$ cat src/rtl/prog_loader_if.sv
// Byte-stream / instruction-memory write bundle between the program source and prog_loader.
// master drives the byte stream; slave is the loader that writes the memory and gates the CPU.
interface prog_loader_if #(
  parameter int D = 12,
  parameter int W = 9
);
  logic         load_req;
  logic [7:0]   byte_in;
  logic         byte_valid;
  logic         byte_ready;
  logic         wr_en;
  logic [D-1:0] wr_addr;
  logic [W-1:0] wr_data;
  logic         start;
  logic         loaded;
  logic         err;

  modport master (
    output load_req, byte_in, byte_valid,
    input  byte_ready, wr_en, wr_addr, wr_data, start, loaded, err
  );

  modport slave (
    input  load_req, byte_in, byte_valid,
    output byte_ready, wr_en, wr_addr, wr_data, start, loaded, err
  );
endinterface

$ cat src/rtl/prog_loader.sv
// Length-prefixed byte-stream loader: packs byte pairs into 9-bit words, writes instruction
// memory, and holds the CPU in start until the last write has landed.
module prog_loader #(
  parameter int D = 12,
  parameter int W = 9
) (
  input  logic          clk,
  input  logic          reset,
  prog_loader_if.slave  bus
);

  typedef enum logic [2:0] {IDLE, CNT_LO, CNT_HI, INS_LO, INS_HI, LAST, DONE, ERR} state_t;

  localparam logic [16:0] MAX_N = 17'(1) << D;

  state_t       state, state_nx;
  logic [15:0]  cnt;
  logic [D:0]   idx;
  logic [7:0]   lo_byte;
  logic         wr_en_q;
  logic [D-1:0] wr_addr_q;
  logic [W-1:0] wr_data_q;

  logic         ready, xfer;
  logic [15:0]  cnt_nx;
  logic [16:0]  idx_inc;
  logic         ld_cnt_lo, ld_cnt_hi, ld_lo, do_write, clr_idx;

  assign ready   = (state == CNT_LO) || (state == CNT_HI) ||
                   (state == INS_LO) || (state == INS_HI);
  assign xfer    = bus.byte_valid && ready;
  assign cnt_nx  = {bus.byte_in, cnt[7:0]};
  assign idx_inc = 17'(idx) + 17'd1;

  always_ff @(posedge clk or posedge reset) begin
    if (reset) state <= IDLE;
    else       state <= state_nx;
  end

  always_comb begin
    state_nx  = state;
    ld_cnt_lo = 1'b0;
    ld_cnt_hi = 1'b0;
    ld_lo     = 1'b0;
    do_write  = 1'b0;
    clr_idx   = 1'b0;
    // A restart wins over any byte moving on the same edge; that byte is dropped.
    if (bus.load_req) begin
      state_nx = CNT_LO;
      clr_idx  = 1'b1;
    end else begin
      case (state)
        CNT_LO: if (xfer) begin
          ld_cnt_lo = 1'b1;
          state_nx  = CNT_HI;
        end
        CNT_HI: if (xfer) begin
          ld_cnt_hi = 1'b1;
          if (cnt_nx == 16'd0)                state_nx = DONE;
          else if ({1'b0, cnt_nx} > MAX_N)    state_nx = ERR;
          else                                state_nx = INS_LO;
        end
        INS_LO: if (xfer) begin
          ld_lo    = 1'b1;
          state_nx = INS_HI;
        end
        INS_HI: if (xfer) begin
          if (|bus.byte_in[7:1]) state_nx = ERR;
          else begin
            do_write = 1'b1;
            state_nx = (idx_inc == {1'b0, cnt}) ? LAST : INS_LO;
          end
        end
        LAST:    state_nx = DONE;
        IDLE, DONE, ERR: state_nx = state;
        default: state_nx = IDLE;
      endcase
    end
  end

  always_ff @(posedge clk or posedge reset) begin
    if (reset) begin
      cnt       <= '0;
      idx       <= '0;
      lo_byte   <= '0;
      wr_en_q   <= 1'b0;
      wr_addr_q <= '0;
      wr_data_q <= '0;
    end else begin
      wr_en_q <= do_write;
      if (ld_cnt_lo) cnt[7:0]  <= bus.byte_in;
      if (ld_cnt_hi) cnt[15:8] <= bus.byte_in;
      if (ld_lo)     lo_byte   <= bus.byte_in;
      if (clr_idx) idx <= '0;
      else if (do_write) begin
        idx       <= idx + 1'b1;
        wr_addr_q <= idx[D-1:0];
        wr_data_q <= {bus.byte_in[0], lo_byte};
      end
    end
  end

  assign bus.byte_ready = ready;
  assign bus.start      = (state != DONE);
  assign bus.loaded     = (state == DONE);
  assign bus.err        = (state == ERR);
  assign bus.wr_en      = wr_en_q;
  assign bus.wr_addr    = wr_addr_q;
  assign bus.wr_data    = wr_data_q;

endmodule

$ cat src/flat_wrapper.sv
// flat-port wrapper written by rule: the top's interface ports become plain ports
module prog_loader_flat 
#(
  parameter int D = 12,
  parameter int W = 9
)
  (clk, reset, bus_load_req, bus_byte_in, bus_byte_valid, bus_byte_ready, bus_wr_en, bus_wr_addr, bus_wr_data, bus_start, bus_loaded, bus_err);
  prog_loader_if #(.D(D), .W(W)) bus_i ();
  input  logic clk;
  input  logic reset;
  input wire logic [$bits(bus_i.load_req)-1:0] bus_load_req;
  input wire logic [$bits(bus_i.byte_in)-1:0] bus_byte_in;
  input wire logic [$bits(bus_i.byte_valid)-1:0] bus_byte_valid;
  output wire logic [$bits(bus_i.byte_ready)-1:0] bus_byte_ready;
  output wire logic [$bits(bus_i.wr_en)-1:0] bus_wr_en;
  output wire logic [$bits(bus_i.wr_addr)-1:0] bus_wr_addr;
  output wire logic [$bits(bus_i.wr_data)-1:0] bus_wr_data;
  output wire logic [$bits(bus_i.start)-1:0] bus_start;
  output wire logic [$bits(bus_i.loaded)-1:0] bus_loaded;
  output wire logic [$bits(bus_i.err)-1:0] bus_err;
  assign bus_i.load_req = bus_load_req;
  assign bus_i.byte_in = bus_byte_in;
  assign bus_i.byte_valid = bus_byte_valid;
  assign bus_byte_ready = bus_i.byte_ready;
  assign bus_wr_en = bus_i.wr_en;
  assign bus_wr_addr = bus_i.wr_addr;
  assign bus_wr_data = bus_i.wr_data;
  assign bus_start = bus_i.start;
  assign bus_loaded = bus_i.loaded;
  assign bus_err = bus_i.err;
  prog_loader #(.D(D), .W(W)) u_core (.clk(clk), .reset(reset), .bus(bus_i));
endmodule
$ cat config.mk
export PLATFORM = sky130hd
export DESIGN_NAME = prog_loader_flat
export DESIGN_NICKNAME = d
export VERILOG_FILES = /design/src/rtl/prog_loader_if.sv /design/src/rtl/prog_loader.sv /design/src/flat_wrapper.sv
export SDC_FILE = /design/constraint.sdc
export NUM_CORES = 1
export LEC_CHECK = 0
export ABC_AREA = 1
export BUFFER_PORTS_ARGS = -buffer_cell sky130_fd_sc_hd__clkbuf_2
export CORE_MARGIN = 1.5
export CORE_UTILIZATION = 55
export CTS_CLUSTER_DIAMETER = 50
export DETAILED_ROUTE_END_ITERATION = 6
export GPL_TIMING_DRIVEN = 0
export PLACE_DENSITY = 0.78
export SLEW_MARGIN = 20
export SYNTH_ARGS = -nofsm -noshare
export SYNTH_HDL_FRONTEND = slang
export SYNTH_SLANG_ARGS = --single-unit
$ cat constraint.sdc
create_clock -name clk -period 2.25 [get_ports clk]
set_input_delay 0.225 -clock clk [delete_from_list [all_inputs] [get_ports clk]]
set_output_delay 0.225 -clock clk [all_outputs]
set_load 0.01 [all_outputs]
==> results of run 1 <==
==> metal layers <==
metal / track usage / routed length (µm)
met2: 0.415 / 3260
met3: 0.0560 / 388
met1: 0.325 / 3070
met4: 0.111 / 116
met5: 0 / 0
==> state kept, by name (all words and copies together), names as in the netlist <==
signal and cells:
u_core.cnt 16, u_core.idx 13, u_core.bus.wr_addr 12, u_core.bus.wr_data 9, u_core.lo_byte 8, u_core.state 3, u_core.bus.wr_en 1
==> synthesized netlist by cell type (all sizes together) <==
master    n
clkbuf    5
o211ai    1
a22oi     1
o21bai    1
or2       1
xnor3     1
nor3      4
nand2   140
o21ai    44
nor2     31
nand4     4
clkinv    1
nor4      1
and2      2
ha        1
nand3    27
dfrtp    62
xor2      1
a31oi     1
buf       4
o22ai     9
inv      49
a21oi     2
nand3b    3
==> where the power goes <==
part / internal [mW] / switching [mW]
clock network: 0.624 / 0.478
registers: 1.33 / 0.171
logic: 0.268 / 0.385
total: 2.22 / 1.03
==> worst max-delay path by stage <==
stage	from	end	slack, ns	cells past startpoint
3_5_place_dp	u_core.idx[0]$_DFFE_PP0P_	u_core.state[1]$_DFFE_PP0P_	0.30	12
4_1_cts	u_core.idx[0]$_DFFE_PP0P_	u_core.state[1]$_DFFE_PP0P_	0.30	12
3_3_place_gp	reset	u_core.idx[12]$_DFFE_PP0P_	-0.23	2
6_report	u_core.idx[0]$_DFFE_PP0P_	u_core.state[1]$_DFFE_PP0P_	0.29	12
2_1_floorplan	reset	u_core.bus.wr_addr[0]$_DFFE_PP0P_	0.48	1
5_1_grt	u_core.idx[0]$_DFFE_PP0P_	u_core.state[2]$_DFFE_PP0P_	0.1	16
==> cell families (layout without fill, tap and decap cells) <==
kind of cell             Yosys count  after routing
AO/OA/AOI/OAI                     59             59
XOR/XNOR                           2              2
adder cells (fa/ha/maj)            1              1
buffers and inverters             59            114
flip-flops                        62             62
AND/OR/NAND/NOR                  213            213
==> per-stage QoR <==
stage	TNS, ns	area [µm²]
floorplan	0	3040
global placement	-14.36	3310
detailed placement	0	3340
CTS	0	3570
global route	0	3570
finish	0	3570
==> placed cells by master (no fill, tap or decap), types with 4 or more instances in the layout <==
cell type | Yosys | layout
sky130_fd_sc_hd__clkbuf_1 | 5 | 5
sky130_fd_sc_hd__clkbuf_2 | 0 | 37
sky130_fd_sc_hd__clkbuf_8 | 0 | 9
sky130_fd_sc_hd__clkinvlp_4 | 0 | 4
sky130_fd_sc_hd__dfrtp_1 | 62 | 62
sky130_fd_sc_hd__inv_1 | 46 | 45
sky130_fd_sc_hd__nand2_1 | 137 | 137
sky130_fd_sc_hd__nand3_1 | 27 | 27
sky130_fd_sc_hd__nand4_1 | 4 | 4
sky130_fd_sc_hd__nor2_1 | 27 | 27
sky130_fd_sc_hd__nor3_1 | 4 | 4
sky130_fd_sc_hd__o21ai_0 | 41 | 41
sky130_fd_sc_hd__o22ai_1 | 9 | 9
==> tightest hold or removal path, cell delays in order <==
cell	delay (ns)
sky130_fd_sc_hd__clkbuf_2	0.09
sky130_fd_sc_hd__inv_1	0.07
sky130_fd_sc_hd__o21ai_0	0.08
==> layout make-up <==
cell class / instances / area [µm²]
sequential: 62 / 1550
clock buffer: 9 / 124
fill: 449 / 1630
inverter: 50 / 190
tap: 70 / 87.6
multi-input combinational: 275 / 1260
clock inverter: 7 / 98.8
timing repair buffer: 39 / 223
buffer: 9 / 41.3
==> results summary, run 1 <==
Setup repair after global routing left no endpoint under its margin. The die outline height came out at 77.3 µm. The number of CTS-inserted buffers came out at 9. The I/O pin count came out at 38. The clock tree skew after final layout came out at 0.00750 ns. The maximum clock rate came out at 511 MHz. The total power after layout is 3.25 mW. The post-synthesis cell type with the largest combined area is sky130_fd_sc_hd__dfrtp_1. The endpoint kind of the worst setup timing path is a flip-flop. The routed wire length came out at 6840 µm. The number of detailed-routing iterations run before antenna repair came out at 5.

By area, the combinational part of the netlist is dominated by simple AND/OR/NAND/NOR gates. The end point of the worst hold path is u_core.cnt[14]$_DFFE_PP0P_. The total number of H-tree levels is 3. The worst hold margin came out at 0.169 ns. The die area came out at 5980 µm². The number of buffer and inverter stages on the critical path came out at 0. The fraction of post-synthesis cell area in the top cell type by area is 0.511. The critical path data arrival time came out at 2.19 ns. Post-CTS timing repair inserted 0 buffers for setup. For the worst-skew pair, the clock arrives at the later sink with an insertion delay of 0.35 ns. The simple-gate share of the synthesized area is 0.295. The xor-xnor portion of the synthesized cell area came out at 0.0103. The proportion of synthesized area in mux cells came out at 0. The worst hold-check path type is input port to flip-flop.

For this run, design rule violations remaining after detail routing come to 0. The worst setup path is of the flip-flop to flip-flop kind. The startpoint identified for the worst register-to-register timing path is u_core.idx[0]$_DFFE_PP0P_. The delay of the slowest cell on the worst path is 0.41 ns. In this run the worst path has a maximum fanout of 7.

The number of antenna-violating nets in the routed design is 0. The effective utilization at floorplan came out at 0.583. The placed cell count is 504.

The post-placement worst setup slack is 0.298 ns. After synthesis, the cell types taking the most area are sky130_fd_sc_hd__dfrtp_1 51%, sky130_fd_sc_hd__nand2_1 17%, sky130_fd_sc_hd__o21ai_0 6.8%, sky130_fd_sc_hd__inv_1 5.7%, sky130_fd_sc_hd__nand3_1 4.4%. The post-layout instance count excluding filler cells is 521. The worst hold path begins at bus_byte_in[6].

The final routed wire length divided by cell count is 13.1 µm. In this run the standard cell core region covers 5200 µm². The count of final hold-check violations came out at 0. In this run the clock root is driven by a sky130_fd_sc_hd__clkbuf_8. On the critical path, the stage with the largest delay is an instance of sky130_fd_sc_hd__dfrtp_1. For the worst flop-to-flop path, the logic depth is 12. The longest clock path from root to sink contains 2 buffers. The shortest period the worst path allows is 1.96 ns. The slew at the pin with the worst max-slew slack is 0.471 ns. In the post-route analysis, the smallest setup slack over all paths is 0.295 ns. The share of final-layout standard cells stronger than drive strength 1 came out at 0.155. The violation count after the first detailed-routing iteration is 143. The die outline width came out at 77.3 µm. The placer's final routability congestion estimate came out at 0.898. Synthesis handed over a netlist of 396 instances.

The max-slew violation count is 0. The number of global-route vias before repair came out at 2536. The detailed placer's ending HPWL came out at 4940 µm. The cell that appears most often on the critical path is sky130_fd_sc_hd__nand2_1. The signal on the critical path passes through ha_1, nand2_2, nor2_4, nand3_1, nand2_1, nand3_1, nand2_1, nand2_1, nor2_1, nand2_1, o211ai_1, nand2_1. The net total in the final layout came out at 459. Post-CTS repair changed the size of 0 cells. The endpoint identified for the worst register-to-register timing path is u_core.state[1]$_DFFE_PP0P_. The synthesized design contains 62 register bits. The data required time of the critical path came out at 2.48 ns. The distinct cell type count after synthesis is 30. TritonCTS built the clock tree. Of the total synthesized cell area, the portion taken by full adders, half adders and majority gates is 0.00412. The worst slew margin relative to its limit came out at 0.683.

The setup slack of the most critical reg-to-reg path is 0.29 ns. The post-synth net total came out at 409. The first-pass GRT wire length is 11800 µm. Yosys printed 0 warnings. In this run the power density over the cells is 910 nW/µm². The number of inserted diodes is 0.

The count of buffers added on input and output ports is 37. The global-route usage over all layers is 0.254. The maximum number of pins on one net before global-route repair came out at 53. The initial antenna violation count is 0. The share of the Yosys chip area taken by registers is 0.511. The mean instance size in the synthesized netlist came out at 7.67 µm².

After clock tree synthesis, the clock-pin slew on the worst setup and hold paths is 0.07 ns. The leakage power summed over all cells came out at 1.83 nW. The max-cap check violation count came out at 0. Across the VDD grid, the largest voltage drop is 0.643 mV. Measured on the finished design, the core utilization comes to 0.686. Among cell families on the critical path, the largest total delay comes from simple AND/OR/NAND/NOR gates. The clock sink total is 62.

After detailed routing, the number of vias per cell comes to 5.25. The total overflow left after global routing is 0. The number of placement rows is 26.

The final period utilization is 0.869. The final route contains 2733 vias. The setup-violating endpoint count in the final report came out at 0.

The depth of the worst hold-timing path came out at 3. The nature of the critical path startpoint is a flip-flop. The run finished with clean final reports. The area growth from synthesis to layout is 17.6%. After synthesis the cells add up to 3040 µm². The fraction of the mapped netlist area in compound gates came out at 0.104. The cts-stage hold buffer count came out at 1.
No activity file was read; power rests on OpenSTA's default activity.
==> inputs of run 2 (changes only) <==
--- a/config.mk
+++ b/config.mk
@@ -12,7 +12,7 @@
 export CTS_CLUSTER_DIAMETER = 50
 export DETAILED_ROUTE_END_ITERATION = 6
 export GPL_TIMING_DRIVEN = 0
-export PLACE_DENSITY = 0.78
+export PLACE_DENSITY_LB_ADDON = 0.05
 export SLEW_MARGIN = 20
 export SYNTH_ARGS = -nofsm -noshare
 export SYNTH_HDL_FRONTEND = slang
==> constraint.sdc (replaced) <==
create_clock -name clk -period 2.25 [get_ports clk]
set_input_delay 0.45 -clock clk [delete_from_list [all_inputs] [get_ports clk]]
set_output_delay 0.45 -clock clk [all_outputs]
set_load 0.01 [all_outputs]
==> results summary, run 2 (synthesis results as in run 1) <==
The placer's final routability congestion estimate is 0.881. The largest register by flop count is u_core.cnt. The detail-routed via count per cell came out at 5.21. The worst vdd rail ir drop came out at 0.570 mV.

The worst hold path belongs to the class input port to flip-flop. The max-slew violation count is 0. The core region is 5200 µm².

The maximum number of pins on one net before global-route repair came out at 54. The final period utilization is 0.912. The max-cap check violation count came out at 0. The total number of H-tree levels is 3.

The detailed router used layers up to and including met4. The number of inserted diodes is 0. STA classifies the critical path startpoint as a flip-flop. For the final database, setup skew stands at 0.0102 ns. The DRC violations left is 0. The share of final-layout standard cells stronger than drive strength 1 is 0.155. The wire-length estimate of the detail-placed layout is 5060 µm. The post-layout instance count excluding filler cells came out at 521.

In the layout the commonest cells are 137 x sky130_fd_sc_hd__nand2_1, 62 x sky130_fd_sc_hd__dfrtp_1, 45 x sky130_fd_sc_hd__inv_1, 41 x sky130_fd_sc_hd__o21ai_0, 37 x sky130_fd_sc_hd__clkbuf_2. The number of global-route vias before repair came out at 2582. The number of detailed-routing iterations run before antenna repair came out at 6. The worst register-to-register path has a depth of 12. The setup path with the least slack is of type flip-flop to flip-flop.

The count of final hold-check violations came out at 0. The routed metal-1 wirelength came out at 3210 µm. Prior to clock tree synthesis, the placed netlist has a worst setup slack of 0.156 ns.

The maximum number of buffers from clock root to sink came out at 2. The shortest period the worst path allows is 2.05 ns. After detailed placement, the design holds a cell count of 504. Summed over all nets, wire length on met2 after detailed routing comes to 3420 µm. The net total in the final layout is 459. Relative to the synthesized area, the layout overhead comes to 16.8%. The first global-routing pass estimated 12000 µm of wire. The final worst setup slack came out at 0.198 ns. For this configuration, the core starts out at a cell density of 0.583. The largest fanout of any net on the critical path is 7. The flow ran to the end, and the final reports show no timing, DRC or antenna violations.

The number of placement rows is 26. Summing internal, switching and leakage power gives 3.16 mW. The clock sink total came out at 62.

Setup repair after global routing left no endpoint under its margin. The insertion delay to the later sink of the worst-skew pair is 0.35 ns. The slew at the pin with the worst max-slew slack is 0.454 ns. Measured along the x axis, the die boundary spans 77.3 µm.

The detailed router placed 2716 vias in this run. From bottom edge to top edge, the die measures 77.3 µm. The critical path data arrival time came out at 2.28 ns. The number of CTS-inserted buffers came out at 9. The setup-violating endpoint count in the final report came out at 0. The number of setup buffers added after CTS is 0. Pin placement for this block handled 38 I/O pins. The number of antenna-violating nets in the routed design is 0. Along the worst hold path, the cell count comes to 3. The setup TNS came out at 0 ns. The number of I/O port buffers is 37.

The leakage power summed over all cells is 1.83 nW. For this block, the initial DRC count from the detailed router was 166. The initial antenna violation count is 0. The final global-route overflow total is 0. The fill cell instance count of the final layout came out at 447.

The data required time of the critical path came out at 2.47 ns. The clock-pin transition on the worst setup and hold timing paths is 0.08 ns. The floorplan step defined a die boundary enclosing 5980 µm². The worst slew margin relative to its limit is 0.695.

TritonCTS built the clock tree. The post-layout instance area is 3550 µm². Summed over all nets, wire length on met3 after detailed routing comes to 339 µm.

The final routed wire length divided by cell count is 13.5 µm. The power density of the placed cells came out at 890 nW/µm². The register with the most flip-flops in the layout has 16 of them.

The routed wire length came out at 7060 µm. STA classifies the critical path endpoint as a flip-flop. The root buffer cell chosen for the clock tree is sky130_fd_sc_hd__clkbuf_8.

Once placement finished, the instance area stood at 3340 µm². The maximum clock rate came out at 487 MHz. The library cell used most frequently in the layout, excluding fill and tap cells, is sky130_fd_sc_hd__nand2_1. For this run, the total global-route usage over all layers was measured as 0.261.
-- run 2: cell count changes in the layout (fill, tap and decap cells not counted) --
cell,previous run,this run
sky130_fd_sc_hd__inv_6,0,1
sky130_fd_sc_hd__clkinv_4,1,2
sky130_fd_sc_hd__clkinvlp_4,4,1
sky130_fd_sc_hd__clkinv_2,0,2
sky130_fd_sc_hd__bufinv_16,2,1
-- run 2: repair_timing --
item,4_1_cts,5_1_grt
hold buffers,1,0
hold endpoints to repair,9,0
gates resized for setup,0,0
-- run 2: cell type report --
class | instances | area [µm²] | area share
Clock inverter | 7 | 73.8 | 0.0208
Sequential cell | 62 | 1550 | 0.437
Buffer | 9 | 41.3 | 0.0116
Clock buffer | 9 | 124 | 0.0349
Timing Repair Buffer | 39 | 223 | 0.0628
Inverter | 50 | 190 | 0.0536
Tap cell | 70 | 87.6 | 0.0247
Multi-Input combinational cell | 275 | 1260 | 0.354
-- run 2: final timing paths --
kind / end / startpoint / slack [ns]
setup / recovery: u_core.state[1]$_DFFE_PP0P_ / u_core.idx[0]$_DFFE_PP0P_ / 0.20
max in group asynchronous: u_core.idx[5]$_DFFE_PP0P_ / reset / 1.21
setup reg to reg: u_core.state[1]$_DFFE_PP0P_ / u_core.idx[0]$_DFFE_PP0P_ / 0.20
hold reg to reg: u_core.bus.wr_data[4]$_DFFE_PP0P_ / u_core.bus.wr_data[4]$_DFFE_PP0P_ / 0.48
min in group asynchronous: u_core.bus.wr_data[7]$_DFFE_PP0P_ / reset / 0.55
hold / removal: u_core.cnt[15]$_DFFE_PP0P_ / bus_byte_in[7] / 0.41
-- run 2: per-layer routing --
metal / vias to the layer above / GRT usage
met5: - / 0
met4: 0 / 0.0945
met3: 10 / 0.0429
met2: 89 / 0.444
met1: 1250 / 0.334
li1: 1367 / -
-- run 2: power by group --
| part | internal (mW) | switching [mW] |
|---|---|---|
| clock network | 0.515 | 0.480 |
| registers | 1.33 | 0.166 |
| logic | 0.268 | 0.401 |
-- run 2: per-stage QoR --
| stage | utilization | hold WS, ns |
|---|---|---|
| CTS | 0.681 | 0.405 |
| floorplan | - | 0.442 |
| detailed placement | 0.642 | 0.358 |
| finish | 0.681 | 0.405 |
| global route | 0.681 | 0.425 |
| global placement | 0.636 | 0.462 |
-- run 2: critical path: stages (launching register included) --
cell and delay, ns:
sky130_fd_sc_hd__dfrtp_1 0.41, sky130_fd_sc_hd__ha_1 0.23, sky130_fd_sc_hd__nand2_2 0.10, sky130_fd_sc_hd__nor2_4 0.17, sky130_fd_sc_hd__nand4_1 0.17, sky130_fd_sc_hd__nand2_1 0.13
sky130_fd_sc_hd__nand2_1 0.05, sky130_fd_sc_hd__nand2_1 0.06, sky130_fd_sc_hd__nand2_1 0.05, sky130_fd_sc_hd__nor2_1 0.15, sky130_fd_sc_hd__nand2_1 0.13, sky130_fd_sc_hd__o211ai_1 0.21
sky130_fd_sc_hd__nand2_1 0.07
==> inputs of run 3 (changes only) <==
--- a/config.mk
+++ b/config.mk
@@ -7,7 +7,6 @@
 export LEC_CHECK = 0
 export ABC_AREA = 1
 export BUFFER_PORTS_ARGS = -buffer_cell sky130_fd_sc_hd__clkbuf_2
-export CORE_MARGIN = 1.5
 export CORE_UTILIZATION = 55
 export CTS_CLUSTER_DIAMETER = 50
 export DETAILED_ROUTE_END_ITERATION = 6
==> results summary, run 3 (synthesis results as in run 1) <==
The violation count after the first detailed-routing iteration is 157. For this design the ratio of total power to cell area is 858 nW/µm². The largest fanout of any net on the critical path came out at 7. The net total in the final layout is 459. The placer's final routability congestion estimate is 0.883. The number of flip-flops under the largest register name is 16. The routed layout has 2702 vias. The flow ran to the end, and the final reports show no timing, DRC or antenna violations.

The number of setup buffers added after CTS is 0. The final worst setup slack is 0.271 ns. Leaving out fill and tap cells, the most frequent cell in the layout is sky130_fd_sc_hd__nand2_1. The met2 track demand over resource came out at 0.443.

The depth of the worst hold-timing path came out at 3. The I/O pin count came out at 38. The number of cells traversed by the worst register-to-register path is 12. The min-delay analysis places its worst path in the category input port to flip-flop. The H-tree was split into 3 levels. The maximum clock rate came out at 505 MHz. The number of placement rows came out at 26. The clock sink total came out at 62. The initial utilization of the core area, before any placement, comes to 0.583.

0 antenna diodes ended up in the layout. By startpoint and endpoint, the worst setup path is classified as flip-flop to flip-flop. The worst setup path is launched from a flip-flop. Summed over all layers, the global routing overflow is 0. The shortest period the worst path allows came out at 1.98 ns. The number of antenna-violating nets in the routed design is 0.

The max-cap check violation count came out at 0. The worst vdd rail ir drop is 0.554 mV. The setup-violating endpoint count in the final report came out at 0. The clock passes through at most 2 buffers. On the final layout, the worst hold slack is 0.419 ns.

The number of I/O port buffers came out at 37. The DRC violations left came out at 0. After floorplanning, the core was sized to cover 5200 µm². The max-slew violation count came to 0.

The post-layout instance area came out at 3520 µm². The layer with the highest usage is met2. The final period utilization is 0.879. The first global-routing pass estimated 11900 µm of wire. The number of CTS-inserted buffers came out at 9.

The initial antenna violation count came out at 0. The routed wire length is 6860 µm. The detailed placer's ending HPWL came out at 5080 µm.

The master cell of the clock root buffer is sky130_fd_sc_hd__clkbuf_8. The met3 global-route usage is 0.0467. The global-route usage over all layers came out at 0.264. The leakage power summed over all cells came out at 1.82 nW.

The placed instances occupy a cell area of 3340 µm². The data required time of the critical path is 2.48 ns. The final routed wire length divided by cell count came out at 13.2 µm. STA classifies the critical path endpoint as a flip-flop.

The floorplan step set the die height to 76.3 µm. The number of detailed-routing iterations run before antenna repair came out at 5. Using the TritonRoute via totals, the vias-per-cell ratio works out to 5.19. The count of final hold-check violations was 0. The routing usage on met1 is 0.339. The clock arrives with 0.00845 ns of skew. The slew at the pin with the worst max-slew slack came out at 0.479 ns. The maximum number of pins on one net before global-route repair came out at 53. The register with the most flip-flops in the final layout is u_core.cnt. The setup TNS came out at 0 ns. For the worst-skew pair, the clock arrives at the later sink with an insertion delay of 0.35 ns. The area growth from synthesis to layout came out at 16.1%. Headroom to the max-slew limit came out at 0.678.

The number of global-route vias before repair came out at 2572. The placed cell count is 504. The post-placement worst setup slack came out at 0.201 ns. The post-layout instance count excluding filler cells came out at 521. The clock-pin transition on the worst setup and hold timing paths came out at 0.07 ns. The die outline width is 76.3 µm. TritonCTS built the clock tree. The die area is 5820 µm². The library cells used most frequently in the layout, excluding fill and tap cells, are 137 x sky130_fd_sc_hd__nand2_1, 62 x sky130_fd_sc_hd__dfrtp_1, 45 x sky130_fd_sc_hd__inv_1, 41 x sky130_fd_sc_hd__o21ai_0, 37 x sky130_fd_sc_hd__clkbuf_2. In the final layout, the share of cells above drive strength 1 is 0.155. Setup repair after global routing left no endpoint under its margin. The critical path data arrival time is 2.21 ns.
## run 3: area by class of cell
| cell class | count | area [µm²] |
|---|---|---|
| fillers | 482 | 1680 |
| clock buffers | 9 | 124 |
| well taps | 70 | 87.6 |
| flip-flops and latches | 62 | 1550 |
| multi-input cells | 275 | 1260 |
| plain buffers | 9 | 41.3 |
| inverters | 50 | 190 |
| clock inverters | 7 | 51.3 |
| repair buffers | 39 | 223 |
## run 3: final timing paths
| kind | startpoint | to | slack (ns) |
|---|---|---|---|
| max in group asynchronous | reset | u_core.lo_byte[2]$_DFFE_PP0P_ | 1.22 |
| min in group asynchronous | reset | u_core.bus.wr_data[2]$_DFFE_PP0P_ | 0.55 |
| hold / removal | bus_byte_in[7] | u_core.cnt[7]$_DFFE_PP0P_ | 0.42 |
| setup / recovery | u_core.idx[0]$_DFFE_PP0P_ | u_core.state[1]$_DFFE_PP0P_ | 0.27 |
| setup reg to reg | u_core.idx[0]$_DFFE_PP0P_ | u_core.state[1]$_DFFE_PP0P_ | 0.27 |
| hold reg to reg | u_core.bus.wr_data[4]$_DFFE_PP0P_ | u_core.bus.wr_data[4]$_DFFE_PP0P_ | 0.48 |
## run 3: repair_timing
item,CTS,global route
endpoints found under the setup margin,0,0
endpoints found under the hold margin,7,0
hold buffers,1,0
gates resized for setup,0,0
## run 3: where the power goes
| group | switching, mW | internal, mW | total (mW) |
|---|---|---|---|
| logic | 0.391 | 0.268 | 0.658 |
| clock network | 0.466 | 0.400 | 0.865 |
| registers | 0.172 | 1.33 | 1.50 |
| total | 1.03 | 1.99 | 3.02 |
## run 3: metal layers
| layer | up-vias | share of wire |
|---|---|---|
| met4 | 0 | 0.013 |
| met1 | 1256 | 0.46 |
| li1 | 1373 | - |
| met3 | 13 | 0.033 |
| met2 | 60 | 0.49 |
| met5 | - | 0 |
## run 3: stage by stage
step / util / total power, mW
3_5_place_dp: 0.642 / 2.17
5_1_grt: 0.677 / 3.24
6_report: 0.677 / 3.02
2_1_floorplan: - / 1.98
4_1_cts: 0.677 / 3.03
3_3_place_gp: 0.636 / 2.14
## run 3: worst max-delay path, stage by stage (launching register included)
cell and delay (ns):
sky130_fd_sc_hd__dfrtp_1 0.40, sky130_fd_sc_hd__ha_1 0.23, sky130_fd_sc_hd__nand2_2 0.10, sky130_fd_sc_hd__nor2_4 0.18, sky130_fd_sc_hd__nand4_1 0.17, sky130_fd_sc_hd__nand2_1 0.12, sky130_fd_sc_hd__nand2_1 0.05, sky130_fd_sc_hd__nand2_1 0.06
sky130_fd_sc_hd__nand2_1 0.05, sky130_fd_sc_hd__nor2_1 0.14, sky130_fd_sc_hd__nand2_1 0.13, sky130_fd_sc_hd__o211ai_1 0.18, sky130_fd_sc_hd__nand2_1 0.06
